===== src/rtl/brightness_stepper_if.sv =====
// ROM read bus between brightness_stepper (master) and the duty-word ROM (slave).
//   rom_en   : one-cycle read strobe
//   rom_addr : level index to read
//   rom_data : read data, valid the cycle after rom_en
interface brightness_stepper_if #(
  parameter int unsigned AW = 4
);
  logic          rom_en;
  logic [AW-1:0] rom_addr;
  logic [15:0]   rom_data;

  modport master (output rom_en, output rom_addr, input rom_data);
  modport slave  (input rom_en, input rom_addr, output rom_data);
endinterface


===== src/rtl/brightness_stepper.sv =====
// Brightness control stage ahead of the LED PWM generator.
// Debounces two active-low buttons and steps a saturating level index.
// Fetches the duty word for the level from a synchronous ROM.
// Commits the word to duty only at a PWM period boundary.
// Ports:
//   clk, rst_n           clock, asynchronous active-low reset
//   btn_up_n, btn_dn_n   raw async buttons, low = pressed
//   rom                  ROM read bus (master side)
//   duty                 committed duty word, clamped to PERIOD
//   level                current level index
//   period_end           pulse on the last cycle of each PWM period
//   busy                 high from fetch start until commit; presses dropped
module brightness_stepper #(
  parameter int unsigned PERIOD       = 50000,
  parameter int unsigned LEVELS       = 16,
  parameter int unsigned AW           = 4,
  parameter int unsigned DEBOUNCE_CYC = 500000
) (
  input  logic                 clk,
  input  logic                 rst_n,
  input  logic                 btn_up_n,
  input  logic                 btn_dn_n,
  brightness_stepper_if.master rom,
  output logic [15:0]          duty,
  output logic [AW-1:0]        level,
  output logic                 period_end,
  output logic                 busy
);

  localparam int unsigned CW  = (PERIOD > 1) ? $clog2(PERIOD) : 1;
  localparam int unsigned DCW = $clog2(DEBOUNCE_CYC + 1);

  typedef enum logic [1:0] {
    S_IDLE,
    S_FETCH,
    S_WAIT,
    S_HOLD
  } state_t;

  state_t         state;
  logic [15:0]    pending;
  logic [CW-1:0]  cnt;
  logic [CW-1:0]  cnt_nxt_c;

  // Index 0 = up button, index 1 = down button.
  logic [1:0]     btn_raw_c;
  logic [1:0]     sync1;
  logic [1:0]     sync2;
  logic [1:0]     deb;
  logic [1:0]     press;
  logic [DCW-1:0] dcnt [2];

  assign btn_raw_c = {btn_dn_n, btn_up_n};

  // Synchronise, debounce, and emit a one-cycle press pulse on debounced high->low.
  always_ff @(posedge clk or negedge rst_n) begin
    if (!rst_n) begin
      sync1   <= 2'b11;
      sync2   <= 2'b11;
      deb     <= 2'b11;
      press   <= 2'b00;
      dcnt[0] <= '0;
      dcnt[1] <= '0;
    end else begin
      sync1 <= btn_raw_c;
      sync2 <= sync1;
      for (int i = 0; i < 2; i++) begin
        press[i] <= 1'b0;
        if (sync2[i] == deb[i]) begin
          dcnt[i] <= '0;
        end else if (dcnt[i] == DCW'(DEBOUNCE_CYC - 1)) begin
          // This is the DEBOUNCE_CYC-th consecutive differing sample.
          deb[i]   <= sync2[i];
          dcnt[i]  <= '0;
          press[i] <= ~sync2[i];
        end else begin
          dcnt[i] <= dcnt[i] + DCW'(1);
        end
      end
    end
  end

  // Free-running PWM period counter.
  always_comb begin
    cnt_nxt_c = (cnt == CW'(PERIOD - 1)) ? '0 : cnt + CW'(1);
  end

  // period_end is registered from the next count so it is high exactly while cnt == PERIOD-1.
  always_ff @(posedge clk or negedge rst_n) begin
    if (!rst_n) begin
      cnt        <= '0;
      period_end <= 1'b0;
    end else begin
      cnt        <= cnt_nxt_c;
      period_end <= (cnt_nxt_c == CW'(PERIOD - 1));
    end
  end

  // Level/fetch/commit FSM. rom_en is high for the first WAIT cycle; the ROM
  // answers in the second WAIT cycle, recognised by rom_en having dropped.
  always_ff @(posedge clk or negedge rst_n) begin
    if (!rst_n) begin
      state        <= S_FETCH;
      level        <= '0;
      duty         <= '0;
      pending      <= '0;
      busy         <= 1'b1;
      rom.rom_en   <= 1'b0;
      rom.rom_addr <= '0;
    end else begin
      rom.rom_en <= 1'b0;
      case (state)
        S_IDLE: begin
          // Simultaneous up and down events cancel out.
          if (press[0] && !press[1] && (level != AW'(LEVELS - 1))) begin
            level <= level + AW'(1);
            busy  <= 1'b1;
            state <= S_FETCH;
          end else if (press[1] && !press[0] && (level != '0)) begin
            level <= level - AW'(1);
            busy  <= 1'b1;
            state <= S_FETCH;
          end
        end
        S_FETCH: begin
          rom.rom_en   <= 1'b1;
          rom.rom_addr <= level;
          state        <= S_WAIT;
        end
        S_WAIT: begin
          if (!rom.rom_en) begin
            pending <= (32'(rom.rom_data) > 32'(PERIOD)) ? 16'(PERIOD) : rom.rom_data;
            state   <= S_HOLD;
          end
        end
        S_HOLD: begin
          // Commit on the last cycle of a period so the new word starts a fresh period.
          if (period_end) begin
            duty  <= pending;
            busy  <= 1'b0;
            state <= S_IDLE;
          end
        end
        default: state <= S_IDLE;
      endcase
    end
  end

endmodule


===== src/flat_wrapper.sv =====
// flat-port wrapper written by rule: the top's interface ports become plain ports
module brightness_stepper_flat 
#(
  parameter int unsigned PERIOD       = 50000,
  parameter int unsigned LEVELS       = 16,
  parameter int unsigned AW           = 4,
  parameter int unsigned DEBOUNCE_CYC = 500000
)
  (clk, rst_n, btn_up_n, btn_dn_n, duty, level, period_end, busy, rom_rom_en, rom_rom_addr, rom_rom_data);
  brightness_stepper_if #(.AW(AW)) rom_i ();
  input  logic clk;
  input  logic rst_n;
  input  logic btn_up_n;
  input  logic btn_dn_n;
  output logic [15:0] duty;
  output logic [AW-1:0] level;
  output logic period_end;
  output logic busy;
  output wire logic [$bits(rom_i.rom_en)-1:0] rom_rom_en;
  output wire logic [$bits(rom_i.rom_addr)-1:0] rom_rom_addr;
  input wire logic [$bits(rom_i.rom_data)-1:0] rom_rom_data;
  assign rom_rom_en = rom_i.rom_en;
  assign rom_rom_addr = rom_i.rom_addr;
  assign rom_i.rom_data = rom_rom_data;
  brightness_stepper #(.PERIOD(PERIOD), .LEVELS(LEVELS), .AW(AW), .DEBOUNCE_CYC(DEBOUNCE_CYC)) u_core (.clk(clk), .rst_n(rst_n), .btn_up_n(btn_up_n), .btn_dn_n(btn_dn_n), .rom(rom_i), .duty(duty), .level(level), .period_end(period_end), .busy(busy));
endmodule

===== config.mk =====
export PLATFORM = sky130hd
export DESIGN_NAME = brightness_stepper_flat
export DESIGN_NICKNAME = d
export VERILOG_FILES = /design/src/rtl/brightness_stepper_if.sv /design/src/rtl/brightness_stepper.sv /design/src/flat_wrapper.sv
export SDC_FILE = /design/constraint.sdc
export NUM_CORES = 1
export LEC_CHECK = 0
export ABC_CLOCK_PERIOD_IN_PS = 4200
export CAP_MARGIN = 20
export CELL_PAD_IN_SITES_DETAIL_PLACEMENT = 2
export CELL_PAD_IN_SITES_GLOBAL_PLACEMENT = 2
export CORE_MARGIN = 10
export CORE_UTILIZATION = 41
export DETAILED_ROUTE_END_ITERATION = 6
export GPL_TIMING_DRIVEN = 0
export PLACE_DENSITY_LB_ADDON = 0.3
export SLEW_MARGIN = 20
export SYNTH_ARGS = -nofsm -noshare
export SYNTH_HDL_FRONTEND = slang
export SYNTH_SLANG_ARGS = --single-unit

===== constraint.sdc =====
create_clock -name clk -period 4.2 [get_ports clk]
set_input_delay 0.84 -clock clk [delete_from_list [all_inputs] [get_ports clk]]
set_output_delay 0.84 -clock clk [all_outputs]
set_load 0.02 [all_outputs]

# Word-level counts from Yosys, hierarchy flattened
# Index checks and enable logic that the tools add are counted.
dict set report classes {
  n_addsub 5
  mul 0
  n_div 0
  magnitude_cmp 1
  n_eq_ne 13
  shift 0
  mux 22
  bitwise_logic 5
  n_reduce_logical 17
}
# op n
set ops {}
lappend ops {{two-way mux 19 bit} 4}
lappend ops {{adder 19 x 1 -> 19 bit, second input constant} 2}
lappend ops {{equality test 19 bit, second input constant} 2}
lappend ops {{equality test 16 bit, second input constant} 2}
lappend ops {{two-way mux 16 bit} 2}
lappend ops {{adder 16 x 1 -> 16 bit, second input constant} 1}
lappend ops {{greater-than comparator 16 bit, second input constant} 1}
lappend ops {{AND reduction 2 bit} 5}
lappend ops {{two-way mux 1 bit} 8}
lappend ops {{two-way mux 2 bit} 4}
lappend ops {{two-way mux 4 bit} 2}
lappend ops {{one-hot mux 2 bit (4 select lines)} 1}
lappend ops {{AND reduction 3 bit} 2}
lappend ops {{NOT 1 bit} 5}
lappend ops {{adder 4 x 1 -> 4 bit, second input constant} 1}
lappend ops {{equality test 2 bit, second input constant} 2}
lappend ops {{logical AND 1 bit} 4}
lappend ops {{inequality test 4 bit, second input constant} 1}
lappend ops {{nonzero test 2 bit} 2}
lappend ops {{nonzero test 4 bit} 1}
lappend ops {{subtractor 4 x 1 -> 4 bit, second input constant} 1}
lappend ops {{inequality test 3 x 1 -> 1 bit, second input constant} 1}
lappend ops {{equality test 1 bit} 2}
lappend ops {{equality test 2 x 1 -> 1 bit, second input constant} 1}
lappend ops {{5 further kinds} 6}
dict set report word_totals {
  ff_bits 107
  latch_bits 0
  ram_bits 0
  mem_bits_ro 0
  input_bits 20
  out_inout_bits 27
  elab_cells 79
  memories 0
}

# Depth between registers and ports, before layout
# Gate-level depths: netlist of the first run.
dict set report depth {
  depth_word 6
  mapped_depth 8
  depth_no_buf 8
}

# Worst setup path before layout of the first run
# OpenSTA, ideal clock, no wires.
dict set report synth_path {
  path_type {input port to flip-flop}
  start {in rom_rom_data[12]}
  end {reg u_core.pending[4]}
  setup_ns 0.124
  arrival_time_ns 1.898
  required_time_ns 4.076
  path_slack_ns 2.177
  path_stages 3
  path_buffers 0
  cell_sequence {o41ai_1 > and3_1 > a21oi_1}
}
dict set report synth_via {
  elab_chain_len 2
}
# element line_no
set synth_lines {}
lappend synth_lines {{start, declared} flat_wrapper.sv:21} ;# input wire logic [$bits(rom_i.rom_data)-1:0] rom_rom_data;
lappend synth_lines {{greater-than comparator 16 bit} brightness_stepper.sv:132} ;# pending <= (32'(rom.rom_data) > 32'(PERIOD)) ? 16'(PERIOD) : rom.rom_data;
lappend synth_lines {{two-way mux 16 bit} brightness_stepper.sv:132}
lappend synth_lines {{end signal, assigned} brightness_stepper.sv:132}
lappend synth_lines {{end, declared} brightness_stepper.sv:41} ;# logic [15:0] pending;
# No other way between the ends.
# A chain may end at the register's enable or synchronous reset.

# Worst setup path after layout of the first run
dict set report layout_path {
  start {reg u_core.level[0]}
  end {out level[0]}
}
# element line_no
set layout_lines {}
lappend layout_lines {{start, declared} brightness_stepper.sv:25} ;# output logic [AW-1:0] level,
lappend layout_lines {{start signal, assigned} brightness_stepper.sv:116} ;# level <= level + AW'(1);
lappend layout_lines {{start signal, assigned} brightness_stepper.sv:120} ;# level <= level - AW'(1);
lappend layout_lines {{end, declared} flat_wrapper.sv:16} ;# output logic [AW-1:0] level;
# No word-level cell between the ends.

==> impl_metrics.json, run 1 <==
{
  "drtIter0Drc": 209,
  "h-tree-depth": 3,
  "yosys.area.top_type_share": 0.516,
  "tightest_slew_ns": 1.04,
  "placed_cells": 621,
  "final_nets": 520,
  "wire_per_inst_um": 21.2,
  "fmax_ghz": 0.414,
  "hold_buffers": 0,
  "mostFrequentLayoutCell": "dfrtp_1",
  "finalHoldViolCount": 0,
  "netlist_area_sq_um": 4800,
  "power_density_nw_per_um2": 339,
  "critPathLaunchType": "flip-flop",
  "total_power_uw": 1950,
  "cts_tree": "yes",
  "cp.arrival_ns": 1.58,
  "vias": 3544,
  "boundaryPins": 47,
  "layout_min_cycle_time_ns": 2.42,
  "grt_max_degree": 57,
  "setup-violations-final": 0,
  "slowest_stage": "clkdlybuf4s50_1",
  "synth_enable_flop_cells": 0,
  "cts_setup_buffers": 0,
  "yosysTopAreaCell": "dfrtp_1",
  "initial_core_util": 0.420,
  "core_area_sq_um": 11400,
  "grt_pass1_wl_um": 22600,
  "ys_seq_area_frac": 0.560,
  "synth.top_cells.by_area": "dfrtp_1 52%, xor2_1 5.1%, nor2_1 5.0%",
  "synth_cell_types": 50,
  "hold_path.class": "reg -> reg",
  "worstPathRequired_ns": 3.36,
  "outcome": "finished clean",
  "track_usage": 0.172,
  "routabilityCongestion": 0.757,
  "grt_pass1_vias": 3992,
  "ys.flop_type": "dfrtp_1",
  "critical_path_class": "reg -> out",
  "diodes": 0,
  "syn_avg_cell_area_sq_um": 11.1,
  "antenna_found_initial": 0,
  "dp_hpwl_um": 9100,
  "clock-sinks": 107,
  "avgViaCountPerCell": 5.56,
  "path_cells": "clkdlybuf4s50_1",
  "met1_usage": 0.200,
  "drv_cap": 0,
  "grt_util_met2": 0.304,
  "drcViolationCount": 0,
  "p_leak_uw": 0.00254,
  "cpPeakStageDelay_ns": 0.68,
  "synth_nets": 462,
  "fin_tns_setup_ns": 0,
  "first_pass_iters": 4,
  "cts_buffers": 9,
  "clockBufferDepth": 2,
  "overflow": 0,
  "clk_latency_ns": 0.36,
  "clock_skew_ns": 0.00927,
  "area_growth_pct": 20.1,
  "num_rows": 39,
  "dieArea_sq_um": 16400,
  "ys_ff_latch": 107,
  "worst-path-buf-inv": 1,
  "final_cell_mix": "99 x dfrtp_1, 64 x nor2_1, 45 x clkdlybuf4s50_1",
  "async_flop_share": 1.00,
  "drive_gt1_frac": 0.109,
  "antenna_left": 0,
  "die_y_um": 128,
  "rsz0062_at_grt": "no",
  "postCtsResizedCells": 0,
  "max_slew_margin": 0.301,
  "finalNonFillerCells": 637,
  "crit_path_max_fanout": 7,
  "ys_warn_count": 0,
  "clkTransAtPathRegs_ns": 0.08,
  "ir_drop_v": 0.000279,
  "slew_violations": 0,
  "root_buffer": "clkbuf_16",
  "io_buffers": 46,
  "wirelength_um": 13500,
  "syn_inst": 431,
  "dieWidth_um": 128,
  "cp-end-kind": "output port",
  "fin_crit_sh": 0.576,
  "grtUsageMet3": 0.0459,
  "cp_top_family": "buffers and inverters",
  "top_usage_layer": "met2"
}
-- worst paths after layout --
| check | start | to | slack, ns | cells past startpoint |
|---|---|---|---|---|
| max | u_core.level[0]$_DFFE_PN0P_ | level[0] | 1.78 | 1 |
| min | u_core.sync1[0]$_DFF_PN1_ | u_core.sync2[0]$_DFF_PN1_ | 0.36 | 0 |
| max reg2reg | u_core.dcnt[2]$_DFF_PN0_ | u_core.dcnt[17]$_DFF_PN0_ | 1.81 | 5 |
| min reg2reg | u_core.sync1[0]$_DFF_PN1_ | u_core.sync2[0]$_DFF_PN1_ | 0.36 | 0 |
| max in group asynchronous | rst_n | u_core.sync2[0]$_DFF_PN1_ | 3.07 | 2 |
| min in group asynchronous | rst_n | u_core.dcnt[10]$_DFF_PN0_ | 0.43 | 1 |
-- metrics by stage --
| stage | setup WS [ns] | util | instance area (sq um) | hold slack, ns |
|---|---|---|---|---|
| after global routing | 1.72 | 0.505 | 5760 | 0.366 |
| after detailed placement | 1.33 | 0.479 | 5470 | 0.347 |
| after global placement | -1.79 | 0.476 | 5440 | 0.345 |
| final | 1.78 | 0.505 | 5760 | 0.358 |
| after CTS | 1.68 | 0.504 | 5750 | 0.357 |
| after floorplan | 2.18 | - | 4800 | 0.345 |
-- area by class of cell --
| type | count | area (sq um) |
|---|---|---|
| buffer | 8 | 36.3 |
| timing repair buffer | 47 | 489 |
| inverter | 9 | 33.8 |
| sequential | 107 | 2690 |
| multi-input combinational | 307 | 2050 |
| fill | 1150 | 5660 |
| tap | 143 | 179 |
| clock inverter | 6 | 48.8 |
| clock buffer | 10 | 239 |
-- state kept, by name (all words and copies together) (netlist names), 4 cells and up --
register and cells:
u_core.rom.rom_addr 4, u_core.pending 16, u_core.level 4, u_core.dcnt 38, u_core.duty 16, u_core.cnt 16
-- Yosys cell counts (all sizes together) (4+ instances only) --
cell,number
nor3b,4
dfrtp,99
mux2,23
ha,10
nor2,64
inv,9
nor4,7
buf,4
a21oi,5
nand4,14
nand2,35
nand3,23
a22o,8
nor3,6
xor2,28
nor2b,5
clkbuf,4
xnor2,24
and3,10
o21ai,7
dfstp,8
-- power by group --
group	switching (uW)	internal, uW
sequential	9.71	1040
clock	403	425
combinational	43.4	29.9
-- kinds of logic (layout without fill, tap and decap cells) --
| logic type | after synthesis | count (layout) | share of synthesized area |
|---|---|---|---|
| AO/OA/AOI/OAI | 31 | 31 | 0.0467 |
| XOR/XNOR | 52 | 52 | 0.0949 |
| adder cells (fa/ha/maj) | 11 | 11 | 0.0302 |
| buffers and inverters | 17 | 80 | 0.0146 |
| flip-flops | 107 | 107 | 0.560 |
| multiplexers | 24 | 24 | 0.0561 |
| AND/OR/NAND/NOR | 189 | 189 | 0.197 |
-- routing by layer --
metal  vias to the layer above  routed length, um
met4                         0                199
met3                        15                531
met5                         -                  0
li1                       1606                  -
met1                      1867               5600
met2                        56               7190
(Power assumes the default switching activity.)
==> inputs of run 2 (changes only) <==
- ABC_CLOCK_PERIOD_IN_PS: 4200 -> 2300
- CORE_UTILIZATION: 41 -> 38
- clock period: 4.2 -> 2.3 ns (I/O delays scaled with it)
==> run 2 against run 1 <==
  * Core utilization fell by 2.2 points
  * Global-route usage fell by 1.9 points
  * Count of clock-buffer cells in the layout fell by 1
  * Non-clock buffer count rose by 3
  * Clock power rose by 120%
  * Final cell count rose by 4.4%
  * Sequential share of layout area fell by 1.0 points
  * Critical endpoint is now u_core.level[1]$_DFFE_PN0P_
==> impl_metrics.json, run 2 (synthesis gave the netlist of run 1 again) <==
{
  "grt_pass1_vias": 3995,
  "rsz0062_at_grt": "no",
  "fmax_ghz": 0.455,
  "worstPathRequired_ns": 2.55,
  "place_area_sq_um": 5500,
  "cts_buffers": 9,
  "routabilityCongestion": 0.798,
  "r2r_end": "u_core.level[1]$_DFFE_PN0P_",
  "drtIter0Drc": 157,
  "diodes": 0,
  "final_core_util": 0.482,
  "finalHoldViolCount": 0,
  "ff_latch_area_sq_um": 2690,
  "ir_drop_v": 0.000465,
  "dieWidth_um": 132,
  "grt_pass1_wl_um": 21600,
  "root_buffer": "clkbuf_16",
  "fin_area_sq_um": 5890,
  "tightest_slew_ns": 1.03,
  "die_y_um": 132,
  "worst-path-buf-inv": 0,
  "regMostFlops": "u_core.dcnt",
  "cp.arrival_ns": 2.45,
  "max_slew_margin": 0.305,
  "dp_hpwl_um": 9080,
  "initial_core_util": 0.393,
  "fin_tns_setup_ns": 0,
  "crit_path_max_fanout": 7,
  "fin_crit_sh": 0.955,
  "core_area_sq_um": 12200,
  "antenna_found_initial": 0,
  "r2r.worst_path.cells": 4,
  "cpPeakStageDelay_ns": 0.57,
  "rr_startpoint": "u_core.level[1]$_DFFE_PN0P_",
  "drcViolationCount": 0,
  "dieArea_sq_um": 17500,
  "fill_cells": 1254,
  "outcome": "finished clean",
  "final_nets": 523,
  "clockBufferDepth": 2,
  "critPathLaunchType": "flip-flop",
  "overflow": 0,
  "vias": 3497,
  "hold_path.class": "in -> async",
  "critical_path_class": "reg -> reg",
  "drive_gt1_frac": 0.117,
  "cts_tree": "yes",
  "clock_skew_ns": 0.00635,
  "io_buffers": 46,
  "largest_reg_flops": 38,
  "clk_latency_ns": 0.36,
  "setup-violations-final": 0,
  "antenna_left": 0,
  "slew_violations": 0,
  "grt_max_degree": 55,
  "wirelength_um": 13100,
  "multiInputGateArea_sq_um": 2060,
  "cp_top_family": "simple AND/OR/NAND/NOR gates",
  "p_leak_uw": 0.00257,
  "slowest_stage": "or4_1",
  "wire_per_inst_um": 19.6,
  "drv_cap": 0,
  "track_usage": 0.152,
  "clock-sinks": 107,
  "mostFrequentLayoutCell": "dfrtp_1",
  "final_cell_mix": "99 x dfrtp_1, 64 x nor2_1, 45 x clkdlybuf4s50_1",
  "layout_min_cycle_time_ns": 2.20,
  "reg2reg_slack_ns": 0.10,
  "clkTransAtPathRegs_ns": 0.07,
  "hold_buffers": 0,
  "avgViaCountPerCell": 5.26,
  "h-tree-depth": 3,
  "boundaryPins": 47,
  "power_density_nw_per_um2": 656,
  "first_pass_iters": 4,
  "cp-end-kind": "flip-flop",
  "num_rows": 40,
  "area_growth_pct": 22.7,
  "path_cells": "or4_1 > a22oi_1 > nand2b_1 > mux2_1"
}
[run 2: layer usage]
layer	GRT usage	routed length, um	vias to the layer above	part of all wire
met3	0.0427	438	9	0.034
met1	0.170	5440	1827	0.42
met2	0.276	7060	45	0.54
met5	0	0	-	0
li1	-	-	1616	-
met4	0.0410	116	0	0.0089
[run 2: power breakdown]
group	leakage, uW	switching [uW]	internal, uW
registers	0.00140	16.6	1900
clock network	0.000170	736	1070
logic	0.000999	80.3	55.2
[run 2: through the flow]
stage	worst slack [ns]	hold slack, ns	total power (uW)	instances
CTS	0.0134	0.0691	3910	662
global placement	-3.32	0.345	2080	645
detailed placement	-0.191	0.350	2090	646
finish	0.103	0.0449	3860	665
global route	0.00242	0.0733	4000	665
floorplan	0.388	0.164	1990	431
[run 2: how the worst max path moves through the flow]
stage,startpoint,endpoint,slack [ns],cells after the start
6_report,u_core.level[1]$_DFFE_PN0P_,u_core.level[1]$_DFFE_PN0P_,0.10,4
5_1_grt,u_core.cnt[0]$_DFF_PN0_,u_core.period_end$_DFF_PN0_,0.002,6
4_1_cts,u_core.dcnt[19]$_DFF_PN0_,u_core.dcnt[31]$_DFF_PN0_,0.01,7
3_5_place_dp,rom_rom_data[12],u_core.pending[4]$_DFFE_PN0P_,-0.19,4
3_3_place_gp,rst_n,u_core.cnt[13]$_DFF_PN0_,-3.32,1
2_1_floorplan,u_core.level[1]$_DFFE_PN0P_,u_core.level[1]$_DFFE_PN0P_,0.39,4
[run 2: layout make-up]
cell class / instances / share of cell area
multi-input cells: 307 / 0.350
plain buffers: 8 / 0.00659
flip-flops and latches: 107 / 0.456
clock inverters: 7 / 0.0206
well taps: 168 / 0.0357
repair buffers: 50 / 0.0869
clock buffers: 9 / 0.0382
inverters: 9 / 0.00574
[run 2: timing repair]
item | in CTS | in global routing
buffers inserted | 0 | 3
resized for setup | 0 | 4
endpoints found under the setup margin | 0 | 11
